**src/rtl/pe_seq_pkg.sv**
```systemverilog
// Shared definitions for the bit-serial PE sequencer: command and direction
// encodings, FSM states and the ALU operation length.
package pe_seq_pkg;

  localparam logic [1:0] OP_NOP   = 2'b00;
  localparam logic [1:0] OP_LOAD  = 2'b01;
  localparam logic [1:0] OP_ALU   = 2'b10;
  localparam logic [1:0] OP_SHIFT = 2'b11;

  localparam logic [1:0] DIR_E = 2'b00;
  localparam logic [1:0] DIR_W = 2'b01;
  localparam logic [1:0] DIR_S = 2'b10;
  localparam logic [1:0] DIR_N = 2'b11;

  typedef enum logic [2:0] {
    ST_IDLE,
    ST_LOAD,
    ST_ALU_RUN,
    ST_SH_RD,
    ST_SH_WR
  } state_t;

  // Two setup cycles, W reads, W writes, one drain cycle.
  function automatic int op_len(input int w);
    return 2 * w + 3;
  endfunction

endpackage

```
**src/rtl/pe_seq_addr_gen.sv**
```systemverilog
// Base + offset BRAM address adders. Port A can source the destination base
// (ALU write phase); port B can source the A base (SHIFT word pairs).
module pe_seq_addr_gen #(
  parameter int ADDR_W = 10
) (
  input  logic [ADDR_W-1:0] base_a,
  input  logic [ADDR_W-1:0] base_b,
  input  logic [ADDR_W-1:0] base_d,
  input  logic [ADDR_W-1:0] off_a,
  input  logic [ADDR_W-1:0] off_b,
  input  logic              a_from_d,
  input  logic              b_from_a,
  output logic [ADDR_W-1:0] addr_a,
  output logic [ADDR_W-1:0] addr_b
);

  // Sums truncate to ADDR_W, so addresses wrap silently.
  assign addr_a = (a_from_d ? base_d : base_a) + off_a;
  assign addr_b = (b_from_a ? base_a : base_b) + off_b;

endmodule

```
**src/rtl/pe_sequencer.sv**
```systemverilog
// Command sequencer for a 16-lane bit-serial PE block (LOAD / ALU / SHIFT).
// Optional macro PE_SEQ_PERF_EN adds a saturating busy_cycles counter.
module pe_sequencer
  import pe_seq_pkg::*;
#(
  parameter int W      = 32,
  parameter int ADDR_W = 10
) (
  input  logic              clk,
  input  logic              reset,
  input  logic              cmd_valid,
  output logic              cmd_ready,
  input  logic [1:0]        cmd_op,
  input  logic [3:0]        cmd_alu_sel,
  input  logic [1:0]        cmd_dir,
  input  logic [ADDR_W-1:0] cmd_a,
  input  logic [ADDR_W-1:0] cmd_b,
  input  logic [ADDR_W-1:0] cmd_d,
  input  logic [5:0]        cmd_len,
  input  logic [15:0]       cmd_data,
  output logic              done,
  output logic              pe_run,
  output logic [15:0]       bram_in,
  output logic              wea,
  output logic              web,
  output logic [ADDR_W-1:0] addra,
  output logic [ADDR_W-1:0] addrb,
  output logic [3:0]        alu_sel,
  output logic [6:0]        count,
  output logic              east,
  output logic              west,
  output logic              south,
  output logic              north,
`ifdef PE_SEQ_PERF_EN
  output logic [31:0]       busy_cycles,
`endif
  output state_t            dbg_state
);

  localparam logic [6:0] K_RD    = 7'd2;
  localparam logic [6:0] K_WR    = 7'(W + 2);
  localparam logic [6:0] K_DRAIN = 7'(op_len(W) - 1);

  state_t            state_q, state_d;
  logic [6:0]        k_q, k_d;
  logic [5:0]        i_q, i_d, len_q;
  logic [ADDR_W-1:0] a_q, b_q, d_q;
  logic [15:0]       data_q;
  logic [3:0]        sel_q;
  logic [1:0]        dir_q;
  logic              accept, last, nop_done;

  // Handshake: a command transfers on a rising edge where cmd_valid and
  // cmd_ready are both high; cmd_ready is registered and high only while idle.
  assign accept    = cmd_valid & cmd_ready;
  assign nop_done  = accept && (cmd_op == OP_NOP);
  assign dbg_state = state_q;

  always_comb begin
    state_d = state_q;
    k_d     = k_q;
    i_d     = i_q;
    last    = 1'b0;
    case (state_q)
      ST_IDLE: begin
        if (accept) begin
          case (cmd_op)
            OP_LOAD:  state_d = ST_LOAD;
            OP_ALU:   begin state_d = ST_ALU_RUN; k_d = '0; end
            OP_SHIFT: begin state_d = ST_SH_RD;   i_d = '0; end
            default:  state_d = ST_IDLE;
          endcase
        end
      end
      ST_LOAD: begin
        state_d = ST_IDLE;
        last    = 1'b1;
      end
      ST_ALU_RUN: begin
        if (k_q == K_DRAIN) begin
          state_d = ST_IDLE;
          k_d     = '0;
          last    = 1'b1;
        end else begin
          k_d = k_q + 7'd1;
        end
      end
      ST_SH_RD: state_d = ST_SH_WR;
      ST_SH_WR: begin
        if (i_q == len_q - 6'd1) begin
          state_d = ST_IDLE;
          i_d     = '0;
          last    = 1'b1;
        end else begin
          state_d = ST_SH_RD;
          i_d     = i_q + 6'd1;
        end
      end
      default: state_d = ST_IDLE;
    endcase
  end

  // Output values for the cycle the FSM is currently in; registered below.
  logic              run_n, wea_n, web_n, a_en, b_en, a_from_d, b_from_a;
  logic [15:0]       in_n;
  logic [3:0]        sel_n, dirs_n;
  logic [6:0]        cnt_n;
  logic [ADDR_W-1:0] off_a, off_b, gen_a, gen_b;

  always_comb begin
    run_n    = 1'b1;
    in_n     = '0;
    wea_n    = 1'b0;
    web_n    = 1'b0;
    sel_n    = '0;
    cnt_n    = '0;
    dirs_n   = '0;
    a_en     = 1'b0;
    b_en     = 1'b0;
    a_from_d = 1'b0;
    b_from_a = 1'b0;
    off_a    = '0;
    off_b    = '0;
    case (state_q)
      ST_LOAD: begin
        run_n = 1'b0;
        wea_n = 1'b1;
        in_n  = data_q;
        a_en  = 1'b1;
      end
      ST_ALU_RUN: begin
        sel_n = sel_q;
        cnt_n = k_q;
        if (k_q >= K_RD && k_q < K_WR) begin
          a_en  = 1'b1;
          b_en  = 1'b1;
          off_a = ADDR_W'(k_q - K_RD);
          off_b = ADDR_W'(k_q - K_RD);
        end else if (k_q >= K_WR && k_q < K_DRAIN) begin
          a_en     = 1'b1;
          a_from_d = 1'b1;
          off_a    = ADDR_W'(k_q - K_WR);
          wea_n    = 1'b1;
        end
      end
      ST_SH_RD, ST_SH_WR: begin
        a_en     = 1'b1;
        b_en     = 1'b1;
        b_from_a = 1'b1;
        off_a    = ADDR_W'({i_q, 1'b0});
        off_b    = ADDR_W'({i_q, 1'b1});
        wea_n    = (state_q == ST_SH_WR);
        web_n    = (state_q == ST_SH_WR);
        dirs_n   = 4'b0001 << dir_q;
      end
      default: ;
    endcase
  end

  pe_seq_addr_gen #(.ADDR_W(ADDR_W)) u_addr_gen (
    .base_a   (a_q),
    .base_b   (b_q),
    .base_d   (d_q),
    .off_a    (off_a),
    .off_b    (off_b),
    .a_from_d (a_from_d),
    .b_from_a (b_from_a),
    .addr_a   (gen_a),
    .addr_b   (gen_b)
  );

  always_ff @(posedge clk or posedge reset) begin
    if (reset) begin
      state_q <= ST_IDLE;
      k_q     <= '0;
      i_q     <= '0;
      len_q   <= 6'd1;
      a_q     <= '0;
      b_q     <= '0;
      d_q     <= '0;
      data_q  <= '0;
      sel_q   <= '0;
      dir_q   <= '0;
    end else begin
      state_q <= state_d;
      k_q     <= k_d;
      i_q     <= i_d;
      if (accept) begin
        a_q    <= cmd_a;
        b_q    <= cmd_b;
        d_q    <= cmd_d;
        data_q <= cmd_data;
        sel_q  <= cmd_alu_sel;
        dir_q  <= cmd_dir;
        len_q  <= (cmd_len == 6'd0) ? 6'd1 : cmd_len;
      end
    end
  end

  always_ff @(posedge clk or posedge reset) begin
    if (reset) begin
      cmd_ready <= 1'b1;
      done      <= 1'b0;
      pe_run    <= 1'b1;
      bram_in   <= '0;
      wea       <= 1'b0;
      web       <= 1'b0;
      addra     <= '0;
      addrb     <= '0;
      alu_sel   <= '0;
      count     <= '0;
      {north, south, west, east} <= 4'b0000;
    end else begin
      cmd_ready <= (state_d == ST_IDLE);
      done      <= last | nop_done;
      pe_run    <= run_n;
      bram_in   <= in_n;
      wea       <= wea_n;
      web       <= web_n;
      addra     <= a_en ? gen_a : '0;
      addrb     <= b_en ? gen_b : '0;
      alu_sel   <= sel_n;
      count     <= cnt_n;
      {north, south, west, east} <= dirs_n;
    end
  end

`ifdef PE_SEQ_PERF_EN
  always_ff @(posedge clk or posedge reset) begin
    if (reset)
      busy_cycles <= '0;
    else if (state_q != ST_IDLE && busy_cycles != 32'hFFFF_FFFF)
      busy_cycles <= busy_cycles + 32'd1;
  end
`endif

endmodule

```
**config.mk**
```make
export PLATFORM = sky130hd
export DESIGN_NAME = pe_sequencer
export DESIGN_NICKNAME = d
export VERILOG_FILES = /design/src/rtl/pe_seq_pkg.sv /design/src/rtl/pe_seq_addr_gen.sv /design/src/rtl/pe_sequencer.sv
export SDC_FILE = /design/constraint.sdc
export NUM_CORES = 1
export LEC_CHECK = 0
export ABC_AREA = 0
export CAP_MARGIN = 20
export CORE_MARGIN = 4
export CORE_UTILIZATION = 47
export CTS_CLUSTER_DIAMETER = 30
export CTS_CLUSTER_SIZE = 12
export DETAILED_ROUTE_END_ITERATION = 8
export PLACE_DENSITY = 0.76
export SETUP_SLACK_MARGIN = 0.15
export SYNTH_ARGS = -nofsm -noshare
export SYNTH_HDL_FRONTEND = slang
export SYNTH_SLANG_ARGS = --single-unit
```
**constraint.sdc**
```tcl
create_clock -name clk -period 4.48 [get_ports clk]
set_input_delay 0.896 -clock clk [delete_from_list [all_inputs] [get_ports clk]]
set_output_delay 0.896 -clock clk [all_outputs]
set_load 0.02 [all_outputs]
```
==> metrics, run 1 <==
Initial Util 47.9%; number of flops mapped to enable cells by yosys 0; Layout Nets approximately 800; Die Footprint 15400 µm²; FMAX ~0.25 GHz; Critical Path End Type register; Routed WL 14.9 mm; met2 routed wirelength 7.10 mm; Layout area overhead 33.0%; hold path start data_q[9]$_DFFE_PP0P_; Clock Latency Late Sink 420 ps; Detailed Routing Iterations Pass 1 5; final setup fails 0; dpl ws 573 ps; Max VDD drop 0.229 mV; register area share after synthesis around 50%; wl on met1 6.49 mm; Top FF cell, synth dfrtp_1; Num CTS Buffers 17; die width approximately 120 µm; initial antenna violation count 0; Reg2Reg Launch Point k_q[1]$_DFFE_PP0P_; Syn Inst Count about 580; Hold Crit Depth 1; DR iter-0 viols 240; vias in the first global route ~4800; Hold Path Class reg -> reg; fraction of layout cells with a size suffix above 1 17.0%; setup TNS after final layout 0 ps; asr flop ratio synth between 90% and 100%; most common cell after layout, fill and taps aside dfrtp_1; Via density 5.41; largest net degree at the start of global routing 61; FF-to-FF setup slack between 400 and 500 ps; CP arrival roughly 4300 ps; Clock Path Buffers 2; number of max-cap violations 0; Worst-Margin Slew 995 ps; crit path kind reg -> reg; crit path max fanout 13; Antenna diodes 0; Syn Nets 673; Post-Synthesis Cell Area 6340 µm²; RePlAce Congestion 0.870; clk slew on worst S/H paths roughly 60 ps; Die Span Y 124 µm; Routed wire per std cell 16.7 µm; Tot GR Track Use between 20% and 30%; CTS sink cnt 130; # IOs ~120; clock root cell clkbuf_16; worst r2r path cells 13; WP data required between 4000 and 5000 ps; register area 3260 µm²; fin cells slightly below 900; final period utilization between 80% and 90%; highest-count cells in the layout ignoring fill and taps dfrtp_1, clkdlybuf4s50_1, mux2_2; via count approximately 4800; Filler cells between 1000 and 1500; Setup Fix Bufs, Post-CTS 0; worst reg2reg endpoint addrb[8]$_DFF_PP0_; post-synth cell types 55; Avg Inst Size Synth 10.9 µm²; global-route wire length before repair ~24 mm; row cnt 42; post-layout minimum cycle time between 3000 and 4000 ps; crit path launch k_q[1]$_DFFE_PP0P_; unrepaired setup endpoints after global routing no; ANT nets after route 0; Multi-input gate area 2900 µm²; register bit count reported by yosys 130; Max Used Layer met4; Ys Warns 0; gr ovfl total 0; Gates resized, CTS repair 0; pwr/cell area about 330 nW/µm²; CTS tree yes; Core ar. 13200 µm²; DP Cell Count 860; status finished, final reports clean; skew final 7.15 ps; Final Slew Violations 0; Final Hold Fails 0; met3 WL 1.05 mm; IO Port Bufs 121; Setup WS post-layout 487 ps; Hold EP bram_in[9]$_DFF_PP0_; P_leak 0.00389 µW; drt drc 0; headroom to the max-slew limit around a third; startpoint types register; Post-CTS Hold Fix Bufs 0; Post-DP HPWL 10.8 mm; # H-tree levels 4
[worst max-delay path by stage]
stage / end / slack, ps / cells after the start
floorplan: addra[9]$_DFF_PP0_ / 790 / 15
detailed placement: addra[9]$_DFF_PP0_ / 570 / 14
global route: addra[9]$_DFF_PP0_ / 220 / 14
finish: addrb[8]$_DFF_PP0_ / 490 / 13
global placement: addra[9]$_DFF_PP0_ / 740 / 14
CTS: addra[9]$_DFF_PP0_ / 530 / 14
[registers in the layout (all words and copies together) (netlist names), 2 cells and up]
name,flops
a_q,10
addra,10
addrb,10
alu_sel,4
b_q,10
bram_in,16
count,7
d_q,10
data_q,16
dbg_state,3
dir_q,2
i_q,6
k_q,7
len_q,6
sel_q,4
[metrics by stage]
stage	util (%)	instance area [µm²]	hold slack (ps)	total power, µW
after CTS	63.4	8400	477	2820
after floorplan	-	6340	445	1210
final	63.6	8430	471	2800
after detailed placement	58.4	7740	463	1280
after global routing	63.6	8430	493	2890
after global placement	58.4	7740	454	1280
[cell usage after synthesis (all sizes together) (4+ instances only)]
cell type,number,area share (%)
or2,6,0.59
nor3,19,1.5
a21o,5,0.59
and2,26,2.6
nor2,39,2.3
nand2,59,3.5
o21a,4,0.47
mux2,66,12
xnor2,8,1.1
a211oi,8,1.1
clkbuf,23,1.4
ha,25,4.9
inv,18,1.1
nor3b,7,0.91
nand3,7,0.55
buf,4,0.41
xor2,10,1.4
and3,4,0.39
o21ai,39,3.1
dfrtp,127,50
nor2b,10,0.99
a21oi,19,1.5
[final cells by class]
cell class / instances / share of cell area [%]
Tap cell: 176 / 2.61
Timing Repair Buffer: 130 / 15.6
Clock inverter: 12 / 2.42
Sequential cell: 130 / 38.6
Inverter: 18 / 0.846
Multi-Input combinational cell: 408 / 34.4
Clock buffer: 20 / 5.42
[layer usage]
| layer | up-vias | GRT usage [%] |
|---|---|---|
| met3 | 27 | 6.40 |
| met4 | 0 | 6.98 |
| li1 | 2279 | - |
| met1 | 2337 | 25.8 |
| met2 | 190 | 33.0 |
| met5 | - | 0 |
[report_power, final]
part           internal [µW]  total [µW]  switching [µW]  leakage, µW
combinational           53.3        87.8            34.5      0.00185
sequential              1170        1170               0      0.00173
clock                   1020        1540             518     0.000313
total                   2250        2800             553      0.00389
[cells by family after synthesis]
logic type | after synthesis | synth area share (%)
AND/OR/NAND/NOR | 193 | 15.3
flip-flops | 130 | 51.4
AO/OA/AOI/OAI | 101 | 10.2
multiplexers | 69 | 12.2
buffers and inverters | 45 | 2.84
adder cells (fa/ha/maj) | 27 | 5.57
XOR/XNOR | 18 | 2.49
[critical path, cell delays in order, from the launching register on]
cell       delay (ps)
dfrtp_1           490
o41ai_1           590
nand3b_1          150
or2_2             400
o21ai_0           310
ha_1              250
inv_1              60
fa_1              370
nor2b_1           150
o21ai_0           120
a21oi_1           310
o41ai_1           130
mux2i_1           140
a2111oi_0         360
Power figures use the tool's default switching activity.
==> run 2, diff against run 1 <==
Settings changed: ABC_AREA 0 to 1, CTS_CLUSTER_SIZE 12 to default, SLEW_MARGIN from default to 30.
==> metrics, run 2 <==
setup TNS after final layout 0 ps (unchanged); highest-count cells in the layout ignoring fill and taps nand2_1, dfrtp_1, clkdlybuf4s50_1; CTS tree yes; FF-to-FF setup slack 960 ps (+480 ps); Layout area overhead 30.9%; Post-CTS Hold Fix Bufs 0 (unchanged); drt drc 0 (unchanged); vias in the first global route 5014 (+5.2%); Layout Nets 967 (+22%); most common cell in the synthesized netlist nand2_1; crit path kind reg -> reg; skew final 14.1 ps (+6.95 ps); Post-Synthesis Cell Area 6410 µm² (+1.2%); # IOs 122 (unchanged); Worst-Margin Slew 822 ps (-173 ps); clk slew on worst S/H paths 50 ps (about the same); Detailed Routing Iterations Pass 1 5 (unchanged); Worst path slowest cell dfrtp_1; WP data required 4780 ps (about the same); worst reg2reg endpoint addra[6]$_DFF_PP0_; RePlAce Congestion 0.883 (+1.4%); startpoint types register; Gates resized, CTS repair 0 (unchanged); Avg Inst Size Synth 8.54 µm² (-21%); most common cell after layout, fill and taps aside nand2_1; Num CTS Buffers 17 (unchanged); final setup fails 0 (unchanged); Core ar. 13300 µm² (+0.40%); number of flops mapped to enable cells by yosys 0 (unchanged); Final Hold Fails 0 (unchanged); final period utilization 78.5% (-11 points); P_leak 0.00414 µW (+6.4%); register area share after synthesis 50.8% (-0.60 points); Via density 4.86 (-10%); worst r2r path cells 19 (+6); CP max stage delay 470 ps (-120 ps); Routed WL 14.6 mm (-2.4%); fraction of layout cells with a size suffix above 1 9.33% (-7.7 points); initial antenna violation count 0 (unchanged); CP Cell Sequence inv_1, ha_1, nand2_2, o21ai_2, nand3_2, nor2_2, inv_2, o21ai_2, ha_1, inv_1, fa_1, inv_1, a21oi_1, o21ai_0, nand2_1, a21oi_1, o21ai_0, nand3_1, inv_1; Top FF cell, synth dfrtp_1; Setup Fix Bufs, Post-CTS 0 (unchanged); Setup WS post-layout 964 ps (+478 ps); pwr/cell area 697 nW/µm² (+110%); status finished, final reports clean; Setup crit end addra[6]$_DFF_PP0_; Reg2Reg Launch Point k_q[1]$_DFFE_PP0P_; die width 125 µm (+0.55%); register bit count reported by yosys 130 (unchanged); headroom to the max-slew limit 45.0% (+12 points); IO Port Bufs 121 (unchanged); CP arrival 3820 ps (-460 ps); ANT nets after route 0 (unchanged); FMAX 0.284 GHz (+14%); clock root cell clkbuf_16; Syn Inst Count 751 (+29%); Critical Path End Type register; dpl ws 1020 ps (+450 ps); Ys Warns 0 (unchanged); area fraction of the dominant cell type after synthesis 49.6% (-0.59 points); DP Cell Count 1034 (+20%); Die Span Y 125 µm (+0.55%); Tot GR Track Use 19.3% (-1.1 points); post-synth cell types 45 (-18%); row cnt 42 (unchanged); Clock Latency Late Sink 420 ps (about the same); largest net degree at the start of global routing 50 (-18%); largest area contributor in the netlist dfrtp_1; crit path max fanout 19 (+6); post-layout minimum cycle time 3520 ps (-478 ps); Layout Utilization 63.1% (-0.50 points); number of max-cap violations 0 (unchanged); Die Footprint 15600 µm² (+1.1%); biggest regs bram_in: 16 flops, data_q: 16 flops; Clock Path Buffers 2 (unchanged); CTS sink cnt 130 (unchanged); top cells by area, synth dfrtp_1, nand2_1, inv_1; Post-DP HPWL 11.0 mm (+2.0%); Routed wire per std cell 13.7 µm (-18%); crit path launch k_q[1]$_DFFE_PP0P_; DR iter-0 viols 269 (+12%); global-route wire length before repair 24.2 mm (+2.2%); Final Slew Violations 0 (unchanged); Post-synth top cells nand2_1, dfrtp_1, inv_1, o21ai_0, nor2_1; Antenna diodes 0 (unchanged); asr flop ratio synth 100% (unchanged); Max VDD drop 0.346 mV (+51%); # H-tree levels 4 (unchanged); gr ovfl total 0 (unchanged); Initial Util 48.2% (+0.38 points); unrepaired setup endpoints after global routing no; Syn Nets 841 (+25%); Hold Path Class reg -> reg; most used cell, CP inv_1; via count 5180 (+7.2%); fin cells 1066 (+19%)
-- run 2: cell types whose count changed in the layout (fill, tap and decap cells not counted), sizes merged, moves of 10 or more --
cell and change:
nand3 +26, mux2 -66, nor2 +31, o21ai +41
nand2 +125, and2 -26, inv +95, nor2b -10
-- run 2: area by class of cell --
type                       instances  area, µm²
clock buffer                      19        443
clock inverter                    13        115
fill                            1116       4900
inverter                         115        440
multi-input combinational        486       2630
sequential                       130       3260
tap                              176        220
timing repair buffer             127       1290
-- run 2: cells by family after synthesis --
group	count (synthesis)	share of synthesized area, %
compound gates	128	11.7
xor+xnor	19	2.60
flops	130	50.8
fa+ha+maj	27	5.50
simple gates	312	21.2
buf+inv	135	8.27
-- run 2: per-layer routing --
metal / part of all wire, % / wire length [µm] / vias to the layer above / global-route usage [%]
met5: 0 / 0 / - / 0
met4: 0.82 / 120 / 0 / 4.77
met3: 6.2 / 898 / 9 / 6.52
met2: 48 / 6970 / 116 / 31.6
met1: 45 / 6560 / 2408 / 24.6
li1: - / - / 2647 / -
-- run 2: critical path: cells and delay by family (launching register included) --
kind	cells	cell delay (ps)
adder cells (fa/ha/maj)	3	810
buffers and inverters	5	560
flip-flops	1	470
AO/OA/AOI/OAI	6	920
AND/OR/NAND/NOR	5	640
-- run 2: power breakdown --
group,switching [µW],internal (µW),total (µW)
Clock,501,774,1270
Sequential,235,1600,1830
Combinational,1710,1030,2740
Total,2440,3410,5850
-- run 2: metrics by stage --
step / cell area [µm²] / hold WS, ps / power (µW)
CTS: 8390 / 454 / 5900
global placement: 7820 / 446 / 4550
global route: 8390 / 478 / 6350
floorplan: 6420 / 432 / 3790
finish: 8390 / 453 / 5850
detailed placement: 7840 / 446 / 4590
-- run 2: worst min-delay path by stage --
stage | startpoint | to | slack (ps) | cells after the start
2_1_floorplan | dir_q[1]$_DFFE_PP0P_ | east$_DFF_PP0_ | 430 | 1
3_3_place_gp | dir_q[1]$_DFFE_PP0P_ | east$_DFF_PP0_ | 450 | 1
3_5_place_dp | dir_q[1]$_DFFE_PP0P_ | east$_DFF_PP0_ | 450 | 1
4_1_cts | dir_q[1]$_DFFE_PP0P_ | east$_DFF_PP0_ | 450 | 1
5_1_grt | dir_q[0]$_DFFE_PP0P_ | south$_DFF_PP0_ | 480 | 1
6_report | dir_q[1]$_DFFE_PP0P_ | west$_DFF_PP0_ | 450 | 1
==> run 3, diff against run 2 <==
Clock period 4.48 ns to 3.1 ns, I/O delays scaled along.
==> metrics, run 3 (synthesis gave the netlist of run 2 again) <==
status finished, final reports clean; largest net degree at the start of global routing 98 (+96%); initial antenna violation count 0 (unchanged); unrepaired setup endpoints after global routing yes; final setup fails 0 (unchanged); skew final 9.47 ps (-4.63 ps); crit path launch k_q[2]$_DFFE_PP0P_; headroom to the max-slew limit 61.1% (+16 points); IO Port Bufs 121 (unchanged); Post-DP HPWL 11.0 mm (-0.33%); DP Area 7950 µm² (+1.4%); worst r2r path cells 20 (+1); Logic pwr share 51.5% (+4.6 points); Clock Latency Late Sink 420 ps (about the same); Layout Nets 997 (+3.1%); Worst-Margin Slew 583 ps (-239 ps); switching power 3900 µW (+60%); Final Slew Violations 0 (unchanged); CTS sink cnt 130 (unchanged); Clock Path Buffers 2 (unchanged); fraction of layout cells with a size suffix above 1 16.5% (+7.2 points); Detailed Routing Iterations Pass 1 5 (unchanged); Cell Int Power 5500 µW (+61%); P_leak 0.00431 µW (+4.1%); CTS tree yes; Post-CTS Hold Fix Bufs 0 (unchanged); gr ovfl total 0 (unchanged); DR iter-0 viols 431 (+60%); global-route wire length before repair 25.6 mm (+5.9%); via count 5448 (+5.2%); Die Footprint 15600 µm² (unchanged); startpoint types register; pwr/cell area 1050 nW/µm² (+51%); Via density 4.97 (+2.3%); most common cell after layout, fill and taps aside nand2_1; Reg2Reg Launch Point k_q[2]$_DFFE_PP0P_; sw frac 41.5% (-0.28 points); total stage count of the critical path 20 (+1); Hold Crit Depth 1 (unchanged); number of max-cap violations 0 (unchanged); Initial Util 48.2% (unchanged); Antenna diodes 0 (unchanged); WP data required 3420 ps (-1360 ps); Core ar. 13300 µm² (unchanged); Hold Path Class reg -> reg; clk slew on worst S/H paths 60 ps (about the same); Setup crit end addra[6]$_DFF_PP0_; # H-tree levels 4 (unchanged); Design Area, Final 8920 µm² (+6.2%); Tot GR Track Use 20.2% (+0.91 points); crit path max fanout 8 (-11); Max VDD drop 0.551 mV (+59%); final period utilization 96.7% (+18 points); DP Cell Count 1043 (+0.87%); Num CTS Buffers 17 (unchanged); clock root cell clkbuf_16; drt drc 0 (unchanged); delay-heaviest family, CP compound AO/OA/AOI/OAI gates; Final Hold Fails 0 (unchanged); vias in the first global route 5452 (+8.7%); crit path kind reg -> reg; power share of the clock group 20.4% (-1.4 points); sequential share of power 28.1% (-3.3 points); FMAX 0.334 GHz (+17%); Bufs and invs on worst path 6 (+1); die width 125 µm (unchanged); Die Span Y 125 µm (unchanged); CP arrival 3310 ps (-510 ps); Worst path slowest cell dfrtp_1; FF-to-FF setup slack 100 ps (-860 ps); Routed WL 15.5 mm (+6.4%); CP max stage delay 400 ps (-70 ps); CP Cell Sequence inv_2, buf_4, ha_4, nand2_4, o21ai_4, nand3_4, nor2_4, inv_4, o21ai_2, ha_2, inv_1, fa_2, inv_2, a21oi_1, o21ai_2, nand2_1, a21oi_2, o21ai_1, nand3_1, inv_1; Critical Path End Type register; # IOs 122 (unchanged); worst reg2reg endpoint addra[6]$_DFF_PP0_; biggest regs bram_in: 16 flops, data_q: 16 flops; RePlAce Congestion 0.924 (+4.7%); Layout area overhead 39.1%; highest-count cells in the layout ignoring fill and taps nand2_1, dfrtp_1, clkdlybuf4s50_1; row cnt 42 (unchanged); post-layout minimum cycle time 3000 ps (-517 ps); fin cells 1096 (+2.8%); Routed wire per std cell 14.1 µm (+3.5%); ANT nets after route 0 (unchanged); setup TNS after final layout 0 ps (unchanged)
==> run 3: cell count changes in the layout (fill, tap and decap cells not counted), sizes merged <==
| cell | before | now |
|---|---|---|
| buf | 6 | 36 |
| bufinv | 1 | 2 |
| clkinv | 9 | 8 |
| inv | 113 | 114 |
| clkinvlp | 5 | 4 |
==> run 3: power groups by stage <==
stage               clock network [µW]  logic (µW)  registers [µW]
finish                            1920        4840            2640
global route                      2020        5400            2700
CTS                               1950        4350            2630
detailed placement                   0        4170            2660
global placement                     0        4100            2640
floorplan                            0        2730            2810
==> run 3: stage by stage <==
stage	hold WS (ps)	power [µW]	utilization (%)	setup WS (ps)
floorplan	432	5540	-	153
global placement	439	6740	59.8	101
detailed placement	451	6830	59.8	-32.5
CTS	459	8920	64.7	110
global route	467	10100	67.1	-85.3
finish	458	9400	67.1	102
==> run 3: per-layer routing <==
metal  share of wire (%)  wire length, µm  global-route usage (%)
met5                   0                0                       0
met4                 2.2              341                    6.38
met3                 6.9             1070                    7.29
met2                  48             7460                    33.1
met1                  43             6620                    24.8
==> run 3: final cells by class <==
| cell class | count | area (µm²) |
|---|---|---|
| clock buffers | 19 | 433 |
| flip-flops and latches | 130 | 3260 |
| well taps | 176 | 220 |
| multi-input cells | 486 | 2890 |
| clock inverters | 13 | 135 |
| inverters | 115 | 447 |
| fillers | 1054 | 4380 |
| repair buffers | 157 | 1540 |
==> run 3: worst min-delay path by stage <==
| stage | from | endpoint | slack (ps) |
|---|---|---|---|
| after floorplan | dir_q[1]$_DFFE_PP0P_ | east$_DFF_PP0_ | 430 |
| after global placement | dir_q[1]$_DFFE_PP0P_ | east$_DFF_PP0_ | 440 |
| after detailed placement | dir_q[1]$_DFFE_PP0P_ | west$_DFF_PP0_ | 450 |
| after CTS | dir_q[1]$_DFFE_PP0P_ | west$_DFF_PP0_ | 460 |
| after global routing | dir_q[1]$_DFFE_PP0P_ | west$_DFF_PP0_ | 470 |
| final | dir_q[1]$_DFFE_PP0P_ | east$_DFF_PP0_ | 460 |
==> run 3: timing repair <==
item | in CTS | in global routing
setup endpoints to repair | 5 | 11
resized for setup | 7 | 39
setup buffers | 7 | 14
pin swaps | 6 | 15
